$ cat config.mk
export PLATFORM = sky130hd
export DESIGN_NAME = instruction_fetch_unit
export DESIGN_NICKNAME = d
export VERILOG_FILES = /design/src/rtl/cpu_pkg.sv /design/src/rtl/if_id_pipe_reg.sv /design/src/rtl/instruction_fetch_unit.sv
export SDC_FILE = /design/constraint.sdc
export NUM_CORES = 1
export LEC_CHECK = 0
export BUFFER_PORTS_ARGS = -buffer_cell sky130_fd_sc_hd__clkbuf_2
export CAP_MARGIN = 25
export CORE_ASPECT_RATIO = 1.1
export CORE_MARGIN = 2
export CORE_UTILIZATION = 42
export DETAILED_ROUTE_END_ITERATION = 10
export SKIP_CTS_REPAIR_TIMING = 1
export SLEW_MARGIN = 20
export SYNTH_ARGS = -nofsm -noshare
export SYNTH_HDL_FRONTEND = slang
export SYNTH_SLANG_ARGS = --single-unit
$ cat constraint.sdc
create_clock -name CLK -period 2.35 [get_ports CLK]
set_clock_uncertainty 0.1 [all_clocks]
set_input_delay 0.3525 -clock CLK [delete_from_list [all_inputs] [get_ports CLK]]
set_output_delay 0.3525 -clock CLK [all_outputs]
set_load 0.03 [all_outputs]
$ cat src/rtl/cpu_pkg.sv
// Shared constants and types for the RV32I pipeline front end.
// Fetch-state encoding and the IF/ID register layout live here.
package cpu_pkg;

  localparam logic [31:0] DEFAULT_RESET_PC  = 32'h0000_0000;
  localparam logic [31:0] DEFAULT_NOP_INSTR = 32'h0000_0013;

  typedef enum logic [1:0] {
    FETCH = 2'd0,
    HOLD  = 2'd1,
    DRAIN = 2'd2
  } fetch_state_t;

  typedef struct packed {
    logic [31:0] instr;
    logic [31:0] pc;
    logic [31:0] pc_plus_4;
    logic        valid;
  } if_id_t;

endpackage

$ cat src/rtl/if_id_pipe_reg.sv
// IF/ID pipeline register: one-cycle latency, holds its contents when neither load nor bubble.
// Bubble wins over load so a squash can never be overridden by a concurrent fetch.
module if_id_pipe_reg
  import cpu_pkg::*;
#(
  parameter logic [31:0] NOP_INSTR = DEFAULT_NOP_INSTR
) (
  input  logic   clk,
  input  logic   reset,
  input  logic   load,
  input  logic   bubble,
  input  if_id_t d,
  output if_id_t q
);

  always_ff @(posedge clk) begin
    if (reset || bubble) begin
      q <= '{instr: NOP_INSTR, pc: '0, pc_plus_4: '0, valid: 1'b0};
    end else if (load) begin
      q <= d;
    end
  end

endmodule

$ cat src/rtl/instruction_fetch_unit.sv
// IF stage: owns the PC, runs the READ/BUSYWAIT handshake with instruction memory and feeds IF/ID.
// One instruction per cycle at zero wait; stalls park a returned word in HOLD, redirects drain any in-flight read.
module instruction_fetch_unit
  import cpu_pkg::*;
#(
  parameter logic [31:0] RESET_PC  = DEFAULT_RESET_PC,
  parameter logic [31:0] NOP_INSTR = DEFAULT_NOP_INSTR
) (
  input  logic        CLK,
  input  logic        RESET,
  input  logic        BRANCH_TAKEN,
  input  logic [31:0] BRANCH_TARGET,
  input  logic        STALL,
  input  logic        MEM_BUSYWAIT,
  output logic        IMEM_READ,
  output logic [31:0] IMEM_ADDRESS,
  input  logic [31:0] IMEM_READDATA,
  input  logic        IMEM_BUSYWAIT,
  output logic [31:0] INSTRUCTION_OUT,
  output logic [31:0] PC_DIRECT_OUT,
  output logic [31:0] PC_PLUS_4_OUT,
  output logic        VALID_OUT,
  output logic        FETCH_BUSY
);

  fetch_state_t state;
  logic [31:0]  pc;
  logic [31:0]  fetch_buf;
  logic [31:0]  drain_addr;

  logic         adv;
  logic         redir;
  logic [31:0]  target;
  logic [31:0]  pc_plus_4;

  logic         ifid_load;
  logic         ifid_bubble;
  if_id_t       ifid_d;
  if_id_t       ifid_q;

  assign adv       = ~STALL & ~MEM_BUSYWAIT;
  assign redir     = BRANCH_TAKEN & ~MEM_BUSYWAIT;
  assign target    = BRANCH_TARGET & ~32'd3;
  assign pc_plus_4 = pc + 32'd4;

  // The request is masked while RESET is high so no read escapes the reset cycle.
  assign IMEM_READ    = ~RESET & (state != HOLD);
  assign IMEM_ADDRESS = (state == DRAIN) ? drain_addr : pc;
  assign FETCH_BUSY   = ((state == FETCH) || (state == DRAIN)) & IMEM_BUSYWAIT;

  always_comb begin
    ifid_load   = 1'b0;
    ifid_bubble = 1'b0;
    ifid_d      = '{instr:     (state == HOLD) ? fetch_buf : IMEM_READDATA,
                    pc:        pc,
                    pc_plus_4: pc_plus_4,
                    valid:     1'b1};
    case (state)
      FETCH: begin
        if (redir)                      ifid_bubble = 1'b1;
        else if (!IMEM_BUSYWAIT && adv) ifid_load   = 1'b1;
        else if (IMEM_BUSYWAIT && adv)  ifid_bubble = 1'b1;
      end
      HOLD: begin
        if (redir)    ifid_bubble = 1'b1;
        else if (adv) ifid_load   = 1'b1;
      end
      DRAIN: begin
        if (redir || adv) ifid_bubble = 1'b1;
      end
      default: ifid_bubble = 1'b1;
    endcase
  end

  always_ff @(posedge CLK) begin
    if (RESET) begin
      state      <= FETCH;
      pc         <= RESET_PC;
      fetch_buf  <= '0;
      drain_addr <= '0;
    end else begin
      case (state)
        FETCH: begin
          if (redir) begin
            pc <= target;
            // A read still in flight must finish at its original address before the new PC is used.
            if (IMEM_BUSYWAIT) begin
              state      <= DRAIN;
              drain_addr <= pc;
            end
          end else if (!IMEM_BUSYWAIT) begin
            if (adv) begin
              pc <= pc_plus_4;
            end else begin
              fetch_buf <= IMEM_READDATA;
              state     <= HOLD;
            end
          end
        end
        HOLD: begin
          if (redir) begin
            pc        <= target;
            fetch_buf <= '0;
            state     <= FETCH;
          end else if (adv) begin
            pc    <= pc_plus_4;
            state <= FETCH;
          end
        end
        DRAIN: begin
          if (redir) pc <= target;
          if (!IMEM_BUSYWAIT) state <= FETCH;
        end
        default: state <= FETCH;
      endcase
    end
  end

  if_id_pipe_reg #(
    .NOP_INSTR (NOP_INSTR)
  ) u_if_id (
    .clk    (CLK),
    .reset  (RESET),
    .load   (ifid_load),
    .bubble (ifid_bubble),
    .d      (ifid_d),
    .q      (ifid_q)
  );

  assign INSTRUCTION_OUT = ifid_q.instr;
  assign PC_DIRECT_OUT   = ifid_q.pc;
  assign PC_PLUS_4_OUT   = ifid_q.pc_plus_4;
  assign VALID_OUT       = ifid_q.valid;

endmodule

# == Yosys cells after proc, flatten, opt, wreduce, memory -nomap -nowiden ==
# Index checks and enable logic that the tools add are counted.
# totals
reg_bits,195
latch_bits,0
ramBits,0
rom_bits,0
input_bits,70
out_inout_bits,131
word_cells,74
mem_count,0
# classes
n_addsub,1
multipliers,0
n_div,0
n_lt_le_gt_ge,0
n_eq_ne,13
shift,0
mux,32
bitwise_logic,7
reduce_logical,13
# ops
cell,n
$mux 32,11
$pmux 32 s3,1
$pmux 32 s2,1
$add 32x3->32 const B,1
$mux 2,7
$ne 2x2->1 const B,6
$ne 3x3->1 const B,4
$reduce_and 5->1,2
$mux 1,9
$pmux 2 s3,1
$reduce_and 3->1,2
$and 1x1->1,4
$logic_or 1x1->1,3
$not 1->1,3
$pmux 1 s3,1
$reduce_bool 3->1,1
$eq 2x1->1 const B,1
$eq 2x2->1 const B,1
$logic_and 1x1->1,2
$logic_not 2->1,1
$ne 2x1->1 const B,1
$pmux 1 s2,1
$reduce_bool 2->1,1
$logic_not 1->1,1

# == Logic depth before layout (Yosys ltp) ==
# Gate-level depths: netlist of run 1.
# logic_depth
depth_word,8
mapped_depth,9
mapped_depth_nobuf,6

# == Hierarchy ==
# From an unflattened synthesis of run 1, not the netlist that was laid out.
# hier_totals
cells_unflattened,1063
hier_area_um2,9077.5
# by_module_without_submodules
module,instances,cells_each,area_per_inst_um2
instruction_fetch_unit,1,748,5590.4
if_id_pipe_reg,1,315,3487.1

# == Worst setup path before layout of run 1 ==
# OpenSTA, ideal clock, no wires.
# synth_timing
kind,register to output
startpoint,register state[1]
endpoint,output IMEM_ADDRESS[10]
t_arrival_ns,1.822
slack_ns,0.076
stages_incl_launch_ff,7
path_buffers,4
cell_sequence,dfxtp_1 -> buf_2 -> nor2b_1 -> buf_2 -> clkbuf_1 -> clkbuf_1 -> o21ai_0
# synth_between
elab_chain_len,2
# synth_rtl
element,line,text
"start, declared",instruction_fetch_unit.sv:26,fetch_state_t state;
"start signal, assigned",instruction_fetch_unit.sv:77,state <= FETCH;
"start signal, assigned",instruction_fetch_unit.sv:88,state <= DRAIN;
"start signal, assigned",instruction_fetch_unit.sv:96,state <= HOLD;
$eq 2x2->1,instruction_fetch_unit.sv:48,assign IMEM_ADDRESS = (state == DRAIN) ? drain_addr : pc;
$mux 32,instruction_fetch_unit.sv:48,
"end, declared",instruction_fetch_unit.sv:16,"output logic [31:0] IMEM_ADDRESS,"
# No other way between the ends.

# == Worst setup path after layout of run 1 ==
# layout_timing
startpoint,register state[0]
endpoint,output IMEM_ADDRESS[31]
# The elaborated chain is that of the path after synthesis.

==> flow_summary.ini, run 1 <==
[cells_and_area]
antenna_cells = 0
nets = 1342
drive_gt1_share_pct = 23.5
area_growth_pct = 21.5
finalInstanceArea_sq_um = 10600

[synth]
yosysWarnings = 0
synth_edf_count = 0
async_reset_ff_share_pct = 0
synth_area_per_cell_sq_um = 7.85
synth_seq_area_share_pct = 43.0
yosys.area.top_type = dfxtp_1
synth_top_area_share_pct = 43.0
synth_cell_types = 56
synth_most_common_cell = nand2_1
synthTopCellsByArea = dfxtp_1 43%, nand2_1 10%, a21oi_1 5.5%
synth_seq_cells = 187
synth_common_cells = 232 x nand2_1, 187 x dfxtp_1, 103 x nor2_1
synthFlopType = dfxtp_1
syn-cell-area_sq_um = 8700
netlist_instances = 1108

[sta]
fmaxAchievable_ghz = 0.457
hold_violations = 0
whs_ns = 0.0801
period_minus_slack_ns = 2.19
tightest_slew_ns = 0.651
rsz0062_at_grt = false
setup_viol = 0
period_share_pct = 93.1
slew_violations = 0
final.setup.tns_ns = 0
relSlewSlack_pct = 56.6
layout_setup_ws_ns = 0.161

[route]
viasPerCell = 5.21
drt-initial-drc-count = 522
drc = 0
vias = 8019
first_pass_iters = 5
wl_um = 25000
ant_nets = 0
wire_per_inst_um = 16.2

[clocking]
clockRootBuffer = clkbuf_16
clockBufferDepth = 2
cts.sinks = 187
insertion_delay_ns = 0.42
cts_max_level = 4
cts_inserted_buffers = 17
clk_pin_slew_ns = 0.07
cts_tree = built

[global_route]
grt_use_met1_pct = 32.5
grt_util_met2_pct = 33.7
grt_first_pass_wirelength_um = 40500
grt_usage_pct = 23.0
grt_pass1_vias = 7375
busiest_layer = met2
antenna_found_initial = 0
grt_util_met3_pct = 6.34
overflow = 0
grt_max_degree = 77

[min_path]
hold_path_class = in2reg

[setup_path]
crit_type = reg2out
cp_num_cells = 6
cp_top_family = buffers and inverters
start_kind = flop
startpoint = state[0]
cp-endpoint = IMEM_ADDRESS[31]
crit_slowest_cell = buf_4
cp_slowest_stage_delay_ns = 0.33
crit_required_ns = 1.90
worstReg2RegStart = pc[13]
reg2reg_depth = 5
end_kind = output pin
critPathArrivalTime_ns = 1.74
cp_cell_sequence = buf_4, nand2b_1, buf_4, nand2_1, nand2_1, clkbuf_2
crit_buf_inv = 3
cp_max_fo = 30
r2r-end = pc[29]
reg2reg_slack_ns = 0.35

[placed_design]
io_buffers = 192
pre_cts_slack_ns = 0.369
dp_hpwl_um = 17200
gp_congestion = 0.876
placed_area_sq_um = 10000

[floorplan]
start_util_pct = 42.6
num_rows = 55
dieHeight_um = 155
die_w_um = 141
die_area_sq_um = 21900
core_sq_um = 20400
io_pins = 201

[power_and_ir_drop]
power_uw = 6940
leakagePower_uw = 0.00428
p_per_area_nw_per_um2 = 657
max-vdd-ir-drop_v = 0.000465

[flow_run]
maxCapViolCount = 0

[status]
status = complete, no violations
## worst min path at each step
| stage | start | endpoint | slack, ns | cells after the start |
|---|---|---|---|---|
| detailed placement | drain_addr[10] | drain_addr[10] | 0.35 | 2 |
| global route | BRANCH_TARGET[3] | pc[3] | 0.1 | 3 |
| CTS | BRANCH_TARGET[3] | pc[3] | 0.07 | 3 |
| finish | BRANCH_TARGET[3] | pc[3] | 0.08 | 3 |
| global placement | drain_addr[8] | drain_addr[8] | 0.34 | 2 |
| floorplan | drain_addr[10] | drain_addr[10] | 0.34 | 2 |
## per-layer routing
metal / part of all wire, % / up-vias
li1: - / 4092
met1: 47 / 3704
met2: 44 / 192
met3: 6.8 / 31
met4: 2.2 / 0
met5: 0 / -
## area by class of cell
class	count	area, sq um
Clock buffer	20	447
Clock inverter	11	86.3
Fill cell	2065	9870
Inverter	7	26.3
Multi-Input combinational cell	804	4410
Sequential cell	187	3750
Tap cell	256	320
Timing Repair Buffer	254	1530
## per-stage QoR
step,instances,utilization (%)
floorplan,1113,-
global placement,1508,49.1
detailed placement,1508,49.1
CTS,1539,51.7
global route,1539,51.7
finish,1539,51.7
## flip-flops by register name (all words and copies together) (netlist names)
register and flops:
u_if_id.q 93, fetch_buf 32, drain_addr 30, pc 30, state 2
## worst register-to-register path, delay by kind of cell (launching register included)
kind | cells | cell delay, ns
DFF | 1 | 0.40
and+or+nand+nor | 5 | 1.45
## power breakdown
group | total (uW) | switching, uW | internal [uW]
logic | 940 | 610 | 330
registers | 3330 | 69.5 | 3260
clock network | 2670 | 1270 | 1400
## cells by family (layout without fill, tap and decap cells)
| logic type | after synthesis | after routing | synth area share [%] |
|---|---|---|---|
| xor+xnor | 27 | 27 | 2.72 |
| buf+inv | 122 | 292 | 6.99 |
| fa+ha+maj | 1 | 1 | 0.144 |
| compound gates | 233 | 233 | 16.4 |
| simple gates | 503 | 503 | 26.8 |
| other cells | 1 | 6 | 0.0431 |
| flops | 187 | 187 | 43.0 |
| mux | 34 | 34 | 3.93 |
## cells in the final DEF (no fill, tap or decap), types with 13 or more instances in the layout
master	instances
dfxtp_1	186
a21oi_1	95
nand2_1	232
nor3_1	43
clkbuf_16	17
clkbuf_2	191
buf_4	54
nand4_1	18
xor2_1	14
nand3_1	22
mux2i_1	33
a211oi_1	43
xnor2_1	13
nor2_1	103
o21ai_0	37
nor2b_1	34
a31oi_1	13
(Power assumes the default switching activity.)
==> inputs of run 2 (changes only) <==
--- a/config.mk
+++ b/config.mk
@@ -9,7 +9,7 @@
 export CAP_MARGIN = 25
 export CORE_ASPECT_RATIO = 1.1
 export CORE_MARGIN = 2
-export CORE_UTILIZATION = 42
+export CORE_UTILIZATION = 39
 export DETAILED_ROUTE_END_ITERATION = 10
 export SKIP_CTS_REPAIR_TIMING = 1
 export SLEW_MARGIN = 20
==> flow_summary.ini, run 2 (synthesis results as in run 1) <==
[sta]
slew_violations = 0
rsz0062_at_grt = false
hold_violations = 0
final.setup.tns_ns = 0
layout_setup_ws_ns = 0.171
period_minus_slack_ns = 2.18
period_share_pct = 92.7
whs_ns = 0.0811
setup_viol = 0
tightest_slew_ns = 0.602
relSlewSlack_pct = 59.7
fmaxAchievable_ghz = 0.459

[setup_path]
critPathArrivalTime_ns = 1.73
end_kind = output pin
crit_type = reg2out
crit_required_ns = 1.90
start_kind = flop
cp_max_fo = 25

[floorplan]
io_pins = 201
num_rows = 57
die_w_um = 146
die_area_sq_um = 23500
start_util_pct = 39.6
core_sq_um = 22000
dieHeight_um = 161

[cells_and_area]
fillers = 2230
layout_commonest_cell = nand2_1
layout.cells.most_common_list = 232 x nand2_1, 191 x clkbuf_2, 187 x dfxtp_1
drive_gt1_share_pct = 23.9
nets = 1349
antenna_cells = 0
regMostFlops = u_if_id.q
reg_top3 = u_if_id.q: 93 flops, fetch_buf: 32 flops
largest_reg_flops = 93
area_growth_pct = 23.6
layoutNonFillerInstCount = 1586

[route]
viasPerCell = 5.12
vias = 8127
wire_per_inst_um = 16.2
drt-initial-drc-count = 525
ant_nets = 0
drc = 0
first_pass_iters = 5
wl_um = 25700

[power_and_ir_drop]
swShare_pct = 27.4
max-vdd-ir-drop_v = 0.000491
p_seq_share_pct = 45.8
p_comb_share_pct = 13.4
switchingPower_uw = 1990
leakagePower_uw = 0.00435
p_per_area_nw_per_um2 = 676
p_clk_share_pct = 40.8
intPower_uw = 5280

[clocking]
cts.sinks = 187
clockRootBuffer = clkbuf_16
clockBufferDepth = 2
clk_pin_slew_ns = 0.07
insertion_delay_ns = 0.43
cts_inserted_buffers = 17
cts_max_level = 4
cts_tree = built

[status]
status = complete, no violations

[placed_design]
gp_congestion = 0.862
dp_cells = 1552
pre_cts_slack_ns = 0.301
io_buffers = 192
dp_hpwl_um = 18100

[global_route]
grt_first_pass_wirelength_um = 40900
overflow = 0
grt_max_degree = 77
antenna_found_initial = 0
grt_pass1_vias = 7390
grt_usage_pct = 21.7

[flow_run]
maxCapViolCount = 0

[min_path]
hold_path_class = in2reg
-- run 2: cell count changes in the layout (fill, tap and decap cells not counted), moves of 2 or more --
cell	delta
bufinv_16	+2
buf_4	+7
clkinv_4	+2
inv_6	-4
clkbuf_8	+2
-- run 2: routing by layer --
layer / track usage [%] / share of wire [%] / vias up
met5: 0 / 0 / -
met4: 6.22 / 1.6 / 0
met3: 5.91 / 7.0 / 29
met2: 32.6 / 44 / 250
met1: 30.5 / 47 / 3739
li1: - / - / 4109
-- run 2: critical path, stage by stage (launching register included) --
cell	delay, ns
dfxtp_1	0.31
buf_4	0.15
nor2b_4	0.25
buf_12	0.21
nand2_1	0.06
o21ai_0	0.08
clkbuf_2	0.24
-- run 2: power by group through the flow --
stage	registers, uW	logic (uW)	clock network, uW
floorplan	3440	602	0
global placement	3400	965	0
detailed placement	3400	968	0
CTS	3330	971	3040
global route	3340	1060	3160
finish	3330	973	2970
-- run 2: final cells by class --
cell class              instances  area [sq um]  share of cell area (%)
clock buffers                  21           470                    4.38
well taps                     295           369                    3.43
inverters                       7          26.3                   0.244
clock inverters                11           135                    1.26
multi-input cells             804          4410                    41.1
flip-flops and latches        187          3740                    34.8
repair buffers                261          1590                    14.8
-- run 2: path summary, 6_finish.rpt --
kind / start / end / slack (ns) / depth (start not counted)
min reg2reg: u_if_id.q[46] / u_if_id.q[46] / 0.35 / 2
min: BRANCH_TARGET[2] / pc[2] / 0.08 / 3
max: state[0] / IMEM_ADDRESS[10] / 0.17 / 6
max reg2reg: pc[9] / pc[29] / 0.25 / 5
-- run 2: stage by stage --
step	power (uW)	area, sq um	util (%)
floorplan	4040	8720	-
global placement	4360	10100	46.1
detailed placement	4370	10100	46.1
CTS	7340	10700	48.9
global route	7560	10800	49.0
finish	7270	10800	49.0
